**src/rtl/step_sched.sv**
```systemverilog
// Round-robin scheduler sharing one modulo step counter among NREQ requesters.
// Optional Gray-coded y output: define STEP_SCHED_GRAY_OUT_EN.
module step_sched #(
  parameter int NREQ  = 2,
  parameter int WIDTH = 3,
  parameter int MOD   = 5,
  parameter int LEN_W = 4
) (
  input  logic                  clk,
  input  logic                  reset,
  input  logic [NREQ-1:0]       req,
  input  logic [NREQ*LEN_W-1:0] req_len,
  output logic [NREQ-1:0]       grant,
  output logic [NREQ-1:0]       done,
  output logic                  busy,
  output logic [WIDTH-1:0]      y
);

  localparam int IDX_W = (NREQ > 1) ? $clog2(NREQ) : 1;

  localparam logic [1:0] ST_IDLE = 2'd0;
  localparam logic [1:0] ST_RUN  = 2'd1;
  localparam logic [1:0] ST_DONE = 2'd2;

  logic [1:0]       state_q, state_d;
  logic [WIDTH-1:0] count_q, count_d;
  logic [WIDTH-1:0] y_q;
  logic [LEN_W-1:0] rem_q, rem_d;
  logic [IDX_W-1:0] owner_q, owner_d;
  logic [IDX_W-1:0] rr_q, rr_d;
  logic [NREQ-1:0]  grant_q, grant_d;
  logic [NREQ-1:0]  done_q, done_d;
  logic             busy_q;

  logic             win_found_s;
  logic [IDX_W-1:0] win_idx_s;
  logic [IDX_W-1:0] cand_s;
  logic [NREQ-1:0]  win_onehot_s;
  logic [LEN_W-1:0] len_s [NREQ];

  function automatic logic [IDX_W-1:0] next_idx(input logic [IDX_W-1:0] i);
    return (i == IDX_W'(NREQ - 1)) ? {IDX_W{1'b0}} : i + IDX_W'(1);
  endfunction

`ifdef STEP_SCHED_GRAY_OUT_EN
  function automatic logic [WIDTH-1:0] to_gray(input logic [WIDTH-1:0] b);
    return b ^ (b >> 1);
  endfunction
`endif

  for (genvar g = 0; g < NREQ; g++) begin : g_len
    assign len_s[g] = req_len[g*LEN_W +: LEN_W];
  end

  // Winner search: first asserted req at or above the rr pointer, wrapping.
  always_comb begin
    win_found_s = 1'b0;
    win_idx_s   = {IDX_W{1'b0}};
    cand_s      = rr_q;
    for (int k = 0; k < NREQ; k++) begin
      if (!win_found_s && req[cand_s]) begin
        win_found_s = 1'b1;
        win_idx_s   = cand_s;
      end else begin
        win_found_s = win_found_s;
      end
      cand_s = next_idx(cand_s);
    end
    win_onehot_s = {{(NREQ-1){1'b0}}, 1'b1} << win_idx_s;
  end

  // Next-state logic for the burst FSM and shared counter.
  always_comb begin
    state_d = state_q;
    count_d = count_q;
    rem_d   = rem_q;
    owner_d = owner_q;
    rr_d    = rr_q;
    grant_d = grant_q;
    done_d  = {NREQ{1'b0}};
    case (state_q)
      ST_IDLE: begin
        if (win_found_s) begin
          owner_d = win_idx_s;
          grant_d = win_onehot_s;
          rem_d   = len_s[win_idx_s];
          if (len_s[win_idx_s] == {LEN_W{1'b0}}) begin
            state_d = ST_DONE;
            done_d  = win_onehot_s;
          end else begin
            state_d = ST_RUN;
          end
        end else begin
          state_d = ST_IDLE;
        end
      end
      ST_RUN: begin
        // An owner dropping req abandons the burst without advancing.
        if (!req[owner_q]) begin
          grant_d = {NREQ{1'b0}};
          rr_d    = next_idx(owner_q);
          state_d = ST_IDLE;
        end else begin
          count_d = (count_q == WIDTH'(MOD - 1)) ? {WIDTH{1'b0}} : count_q + WIDTH'(1);
          rem_d   = rem_q - LEN_W'(1);
          if (rem_q == LEN_W'(1)) begin
            state_d = ST_DONE;
            done_d  = grant_q;
          end else begin
            state_d = ST_RUN;
          end
        end
      end
      ST_DONE: begin
        grant_d = {NREQ{1'b0}};
        rr_d    = next_idx(owner_q);
        state_d = ST_IDLE;
      end
      default: begin
        grant_d = {NREQ{1'b0}};
        state_d = ST_IDLE;
      end
    endcase
  end

  // State and registered outputs; y is derived from count_d to stay aligned.
  always_ff @(posedge clk) begin
    if (reset) begin
      state_q <= ST_IDLE;
      count_q <= {WIDTH{1'b0}};
      y_q     <= {WIDTH{1'b0}};
      rem_q   <= {LEN_W{1'b0}};
      owner_q <= {IDX_W{1'b0}};
      rr_q    <= {IDX_W{1'b0}};
      grant_q <= {NREQ{1'b0}};
      done_q  <= {NREQ{1'b0}};
      busy_q  <= 1'b0;
    end else begin
      state_q <= state_d;
      count_q <= count_d;
`ifdef STEP_SCHED_GRAY_OUT_EN
      y_q     <= to_gray(count_d);
`else
      y_q     <= count_d;
`endif
      rem_q   <= rem_d;
      owner_q <= owner_d;
      rr_q    <= rr_d;
      grant_q <= grant_d;
      done_q  <= done_d;
      busy_q  <= (state_d != ST_IDLE);
    end
  end

  assign grant = grant_q;
  assign done  = done_q;
  assign busy  = busy_q;
  assign y     = y_q;

endmodule

```
**config.mk**
```make
export PLATFORM = sky130hd
export DESIGN_NAME = step_sched
export DESIGN_NICKNAME = d
export VERILOG_FILES = /design/src/rtl/step_sched.sv
export SDC_FILE = /design/constraint.sdc
export NUM_CORES = 1
export LEC_CHECK = 0
export BUFFER_PORTS_ARGS = -buffer_cell sky130_fd_sc_hd__buf_2
export CORE_MARGIN = 3
export CORE_UTILIZATION = 53
export DETAILED_ROUTE_END_ITERATION = 6
export PLACE_DENSITY = 0.76
export SYNTH_ARGS = -nofsm -noshare
export SYNTH_HDL_FRONTEND = slang
export SYNTH_SLANG_ARGS = --single-unit
```
**constraint.sdc**
```tcl
create_clock -name clk -period 1.8 [get_ports clk]
set_clock_uncertainty 0.05 [all_clocks]
set_input_delay 0.18 -clock clk [delete_from_list [all_inputs] [get_ports clk]]
set_output_delay 0.18 -clock clk [all_outputs]
set_load 0.05 [all_outputs]
```
# Word level (Yosys, flattened, before mapping)
# Index checks and enable logic that the tools add are counted.
# op_classes
n_addsub,4
order_cmp,4
eq_ne,7
shift,1
muxes,34
n_bitwise,1
reduce_logical,12
# ops
cell,n
$mux 2,10
$mux 4,5
$mux 1,13
$pmux 2 s2,3
$pmux 4 s2,1
$reduce_and 2->1,4
$lt 1x2->1 const B,3
$ne 2x2->1 const B,3
$reduce_bool 2->1,3
$eq 4x1->1 const B,1
$logic_not 4->1,1
$sub 4x1->4 const B,1
$add 3x1->3 const B,1
$eq 3x3->1 const B,1
$mux 3,1
$reduce_and 3->1,1
$add 1x1->1 const B,2
$eq 2x1->1 const B,1
$eq 2x2->1 const B,1
$ge 2x2->1 const B,1
$logic_not 2->1,1
$not 1->2,1
$pmux 1 s2,1
$shl 1x1->2 const A,1
2 further kinds,2
# totals
regBits,16
inputBits,12
out_inout_bits,8
wordCells,71

# Depth between registers and ports, before layout
# logic_depth
ltp_word,15
mapped_depth,5
depth_no_buf,5

# Worst setup path before layout
# OpenSTA, ideal clock, no wires.
# synth_path
path_type,flip-flop to flip-flop
start,register y[0] (netlist name)
end,register y_q[0] (netlist: y[0])
setup_ns,0.071
arrival_time_ns,1.264
t_required_ns,1.679
slack_ns,0.416
path_stages_with_launch,6
path_buffers,0
period_less_slack_ns,1.384
cell_sequence,dfxtp_1 inv_1 ha_1 a21oi_1 nand2_1 a21oi_1
# synth_rtl
element,line_no,text
end signal: assignment,131,y_q <= {WIDTH{1'b0}};
end signal: assignment,144,y_q <= count_d;
end: declaration,27,logic [WIDTH-1:0] y_q;

# Worst setup path after layout
# layout_path
start,register state_q[0]
end,register state_q[0]
# layout_between
elab_chain_cells,2
word_cells_on_any_way,3
classes_between,eq/ne: 1; mux: 1; reduce/logical: 1
# layout_lines
element,line_no,text
start: declaration,25,"logic [1:0] state_q, state_d;"
start signal: assignment,139,state_q <= state_d;
$eq 2x1->1 / $logic_not 2->1 (equally long branches),81,case (state_q)
$pmux 2 s2 (*),81,
# Mark *: on every way between the ends. The rest lies on a longest branch, timed or not.
# A chain may end at the register's enable or synchronous reset.

==> flow_results.xml <==
<?xml version="1.0" encoding="UTF-8"?>
<metrics>
  <group name="synthesis">
    <metric name="synth.ff_latch_count" unit="">16</metric>
    <metric name="syn_area" unit="µm²">984.7</metric>
    <metric name="post_synth.cell_area_avg" unit="µm²">8.638</metric>
    <metric name="yosys.area.top_type_share" unit="%">32.53</metric>
    <metric name="async_flop_share" unit="%">0</metric>
    <metric name="synth.yosys.seq_area_share" unit="%">32.53</metric>
    <metric name="synthesis.yosys.warnings" unit="">0</metric>
    <metric name="ys_top_cells_by_area" unit="">dfxtp_1 (33%), ha_1 (5.1%), a21oi_1 (4.6%), nor2_1 (3.8%), inv_1 (3.4%)</metric>
    <metric name="synth_edf_count" unit="">0</metric>
    <metric name="synth_top_area_cell" unit="">dfxtp_1</metric>
    <metric name="synth_cells" unit="">114</metric>
    <metric name="yosys_most_used_dff" unit="">dfxtp_1</metric>
    <metric name="netlist-cell-type-count" unit="">47</metric>
    <metric name="postSynthNetCount" unit="">130</metric>
  </group>
  <group name="pwr">
    <metric name="net-switching-power" unit="W">0.0003125</metric>
    <metric name="irDropWorstVdd" unit="mV">0.5212</metric>
    <metric name="power_frac_seq" unit="%">45.6</metric>
    <metric name="sw_frac_of_total" unit="%">34.00</metric>
    <metric name="internal_power" unit="W">0.0006065</metric>
    <metric name="total_leakage_power" unit="nW">0.4639</metric>
    <metric name="clkPwrFrac" unit="%">26.3</metric>
    <metric name="power.share.combinational" unit="%">28.2</metric>
    <metric name="power_density_relative_to_cell_area" unit="nW/µm²">832.8</metric>
  </group>
  <group name="worst_setup_path">
    <metric name="crit_buf_inv" unit="">0</metric>
    <metric name="critical_path.endpoint_type" unit="">flip-flop</metric>
    <metric name="worst_ep_required_time" unit="ps">1970</metric>
    <metric name="rrSetupSlack" unit="ps">210</metric>
    <metric name="critical_path.top_delay_family" unit="">simple AND/OR/NAND/NOR gates</metric>
    <metric name="worst-path-max-fanout" unit="">9</metric>
    <metric name="reg2reg_depth" unit="">4</metric>
    <metric name="cp-start-kind" unit="">flip-flop</metric>
    <metric name="critical_path.reg2reg.endpoint" unit="">state_q[0]</metric>
    <metric name="worst_reg2reg_path_startpoint" unit="">state_q[0]</metric>
    <metric name="critical_path_top_delay_cell" unit="">dfxtp_1</metric>
    <metric name="critPathArrivalTime" unit="ps">1760</metric>
    <metric name="cp_cell_sequence" unit="">nor2b_1 &gt; nand2b_1 &gt; o32a_2 &gt; nor3_2</metric>
    <metric name="max_stage_delay" unit="ps">500</metric>
    <metric name="critical_path_class" unit="">reg2reg</metric>
  </group>
  <group name="place">
    <metric name="gp_routability_congestion" unit="">0.8073</metric>
    <metric name="detailed_place_hpwl" unit="µm">1645</metric>
    <metric name="io_buffer_count" unit="">19</metric>
  </group>
  <group name="clock_network">
    <metric name="cts_num_sinks" unit="">16</metric>
    <metric name="cts_buffer_depth" unit="">2</metric>
    <metric name="hold_buffers" unit="">0</metric>
    <metric name="post-cts-setup-buffers" unit="">0</metric>
    <metric name="clock_latency" unit="ps">290</metric>
    <metric name="ctsResizeCount" unit="">0</metric>
    <metric name="cts_tree" unit="">built</metric>
    <metric name="cts_max_level" unit="">1</metric>
    <metric name="cts-root-buf" unit="">clkbuf_4</metric>
    <metric name="numCtsBuffers" unit="">3</metric>
    <metric name="clkSlewWorstSetupHoldPaths" unit="ps">100</metric>
  </group>
  <group name="timing">
    <metric name="maxSlewHeadroom" unit="%">74.64</metric>
    <metric name="period_share" unit="%">88.48</metric>
    <metric name="timing.fmax" unit="MHz">627.9</metric>
    <metric name="fin_tns_setup" unit="ps">0</metric>
    <metric name="timing_max_transition_violations_final" unit="">0</metric>
    <metric name="timing.final.hold_violations" unit="">0</metric>
    <metric name="worst-slew-pin-transition" unit="ps">379.9</metric>
    <metric name="setup_viol_count_final" unit="">0</metric>
    <metric name="finalWorstPathRequiredPeriod" unit="ps">1593</metric>
    <metric name="rsz_0062_raised_after_global_routing" unit="">no</metric>
  </group>
  <group name="floorplan">
    <metric name="core_area" unit="µm²">1629</metric>
    <metric name="initial_core_util" unit="%">60.45</metric>
    <metric name="placementRows" unit="">14</metric>
    <metric name="die_width" unit="µm">49.11</metric>
    <metric name="num_io_pins" unit="">20</metric>
    <metric name="die_area" unit="µm²">2411</metric>
    <metric name="die-height" unit="µm">49.11</metric>
  </group>
  <group name="grt">
    <metric name="number_of_antenna_violations_at_the_first_check_in_global_routing" unit="">0</metric>
    <metric name="track_usage" unit="%">20.31</metric>
    <metric name="grt_use_met3" unit="%">7.645</metric>
    <metric name="grt_pass1_vias" unit="">847</metric>
    <metric name="grt-ovfl-total" unit="">0</metric>
    <metric name="use_met2" unit="%">31.25</metric>
    <metric name="grt.met1_usage" unit="%">26.95</metric>
    <metric name="busiest_layer_in_global_routing" unit="">met2</metric>
    <metric name="largest_net_degree_at_the_start_of_global_routing" unit="">18</metric>
    <metric name="grt_first_pass_wirelength" unit="µm">3884</metric>
  </group>
  <group name="outcome">
    <metric name="status" unit="">finished clean</metric>
  </group>
  <group name="drt">
    <metric name="drt_drc_violations_left" unit="">0</metric>
    <metric name="dr_total_vias" unit="">906</metric>
    <metric name="post_drt_wl_per_cell" unit="µm">14.09</metric>
    <metric name="via_per_inst" unit="">5.808</metric>
    <metric name="first_iter_violations" unit="">42</metric>
    <metric name="antenna_violating_nets_post_route" unit="">0</metric>
    <metric name="detail_route.first_pass.iterations" unit="">4</metric>
    <metric name="routed_wl" unit="µm">2198</metric>
  </group>
  <group name="flow_run">
    <metric name="max-cap-violations" unit="">0</metric>
  </group>
  <group name="min_path">
    <metric name="min_delay_path_depth" unit="">3</metric>
    <metric name="min-delay-start" unit="">req_len[1]</metric>
    <metric name="worst_hold_path.endpoint" unit="">rem_q[1]</metric>
    <metric name="hp-class" unit="">in2reg</metric>
  </group>
  <group name="cells_and_area">
    <metric name="finish.utilization" unit="%">67.74</metric>
    <metric name="num-nets-final" unit="">149</metric>
    <metric name="inserted_diodes" unit="">0</metric>
    <metric name="area_growth" unit="%">12.07</metric>
    <metric name="final_common_cell" unit="">buf_2</metric>
    <metric name="layout_common_cells" unit="">buf_2 (19), dfxtp_1 (16), nor2_1 (10)</metric>
    <metric name="final_layout_size_suffix_gt1_share" unit="%">27.27</metric>
  </group>
</metrics>
stage by stage:
step | setup slack (ps) | std cells | area, µm² | hold WS [ps] | total power [W]
global route | 132.1 | 156 | 1104 | 179.0 | 0.0009735
detailed placement | 282.9 | 152 | 1067 | 448.4 | 0.0006806
finish | 207.3 | 156 | 1104 | 156.3 | 0.0009191
CTS | 238.8 | 156 | 1104 | 157.1 | 0.0009218
global placement | 350.2 | 152 | 1067 | 436.3 | 0.0006746
floorplan | 415.5 | 114 | 984.7 | 313.4 | 0.0006234
layout make-up:
class,instances,area [µm²]
Clock buffer,4,36.28
Fill cell,144,525.5
Inverter,9,33.78
Multi-Input combinational cell,84,588.1
Sequential cell,16,320.3
Tap cell,24,30.03
Timing Repair Buffer,19,95.09
registers in the layout (all words and copies together) (netlist names):
signal / flops
grant: 2
owner_q: 1
rr_q: 1
state_q: 2
done: 2
busy: 1
y: 3
rem_q: 4
worst max-delay path by stage:
stage | cells after the start | end | slack, ps | startpoint
finish | 4 | state_q[0] | 210 | state_q[0]
global route | 4 | rem_q[2] | 130 | state_q[1]
CTS | 4 | state_q[0] | 240 | state_q[0]
detailed placement | 4 | state_q[0] | 280 | state_q[0]
global placement | 4 | rem_q[2] | 350 | state_q[1]
floorplan | 5 | y[0] | 420 | y[0]
cell families (layout without fill, tap and decap cells):
logic type / after synthesis / count (layout) / synth area share [%]
buffers and inverters: 14 / 32 / 7.750
adder cells (fa/ha/maj): 4 / 4 / 5.083
multiplexers: 1 / 1 / 1.017
XOR/XNOR: 2 / 2 / 1.779
AND/OR/NAND/NOR: 42 / 42 / 24.27
AO/OA/AOI/OAI: 35 / 35 / 27.58
flip-flops: 16 / 16 / 32.53
metal layers:
layer | vias up | routed length, µm
li1 | 452 | -
met1 | 410 | 983
met2 | 40 | 1030
met3 | 4 | 167
met4 | 0 | 17
met5 | - | 0
worst reg2reg max path: cells and delay by family, from the launching register on:
family           cells  cell delay [ps]
AND/OR/NAND/NOR      3              730
flip-flops           1              500
AO/OA/AOI/OAI        1              230
Yosys cell counts (3+ instances only):
cell type,n
dfxtp_1,16
nor2_1,10
a21oi_1,9
inv_1,9
nand2_1,8
o21ai_0,5
ha_1,4
and3_1,3
nand2b_1,3
power groups by stage:
stage,clock (W),sequential (W),combinational [W]
final,0.000241,0.000419,0.000259
after global routing,0.000262,0.000425,0.000287
after CTS,0.000247,0.000418,0.000257
after detailed placement,0,0.000426,0.000255
after global placement,0,0.000424,0.000250
after floorplan,0,0.000446,0.000177
Note: power is estimated with default switching activity, not from simulation.
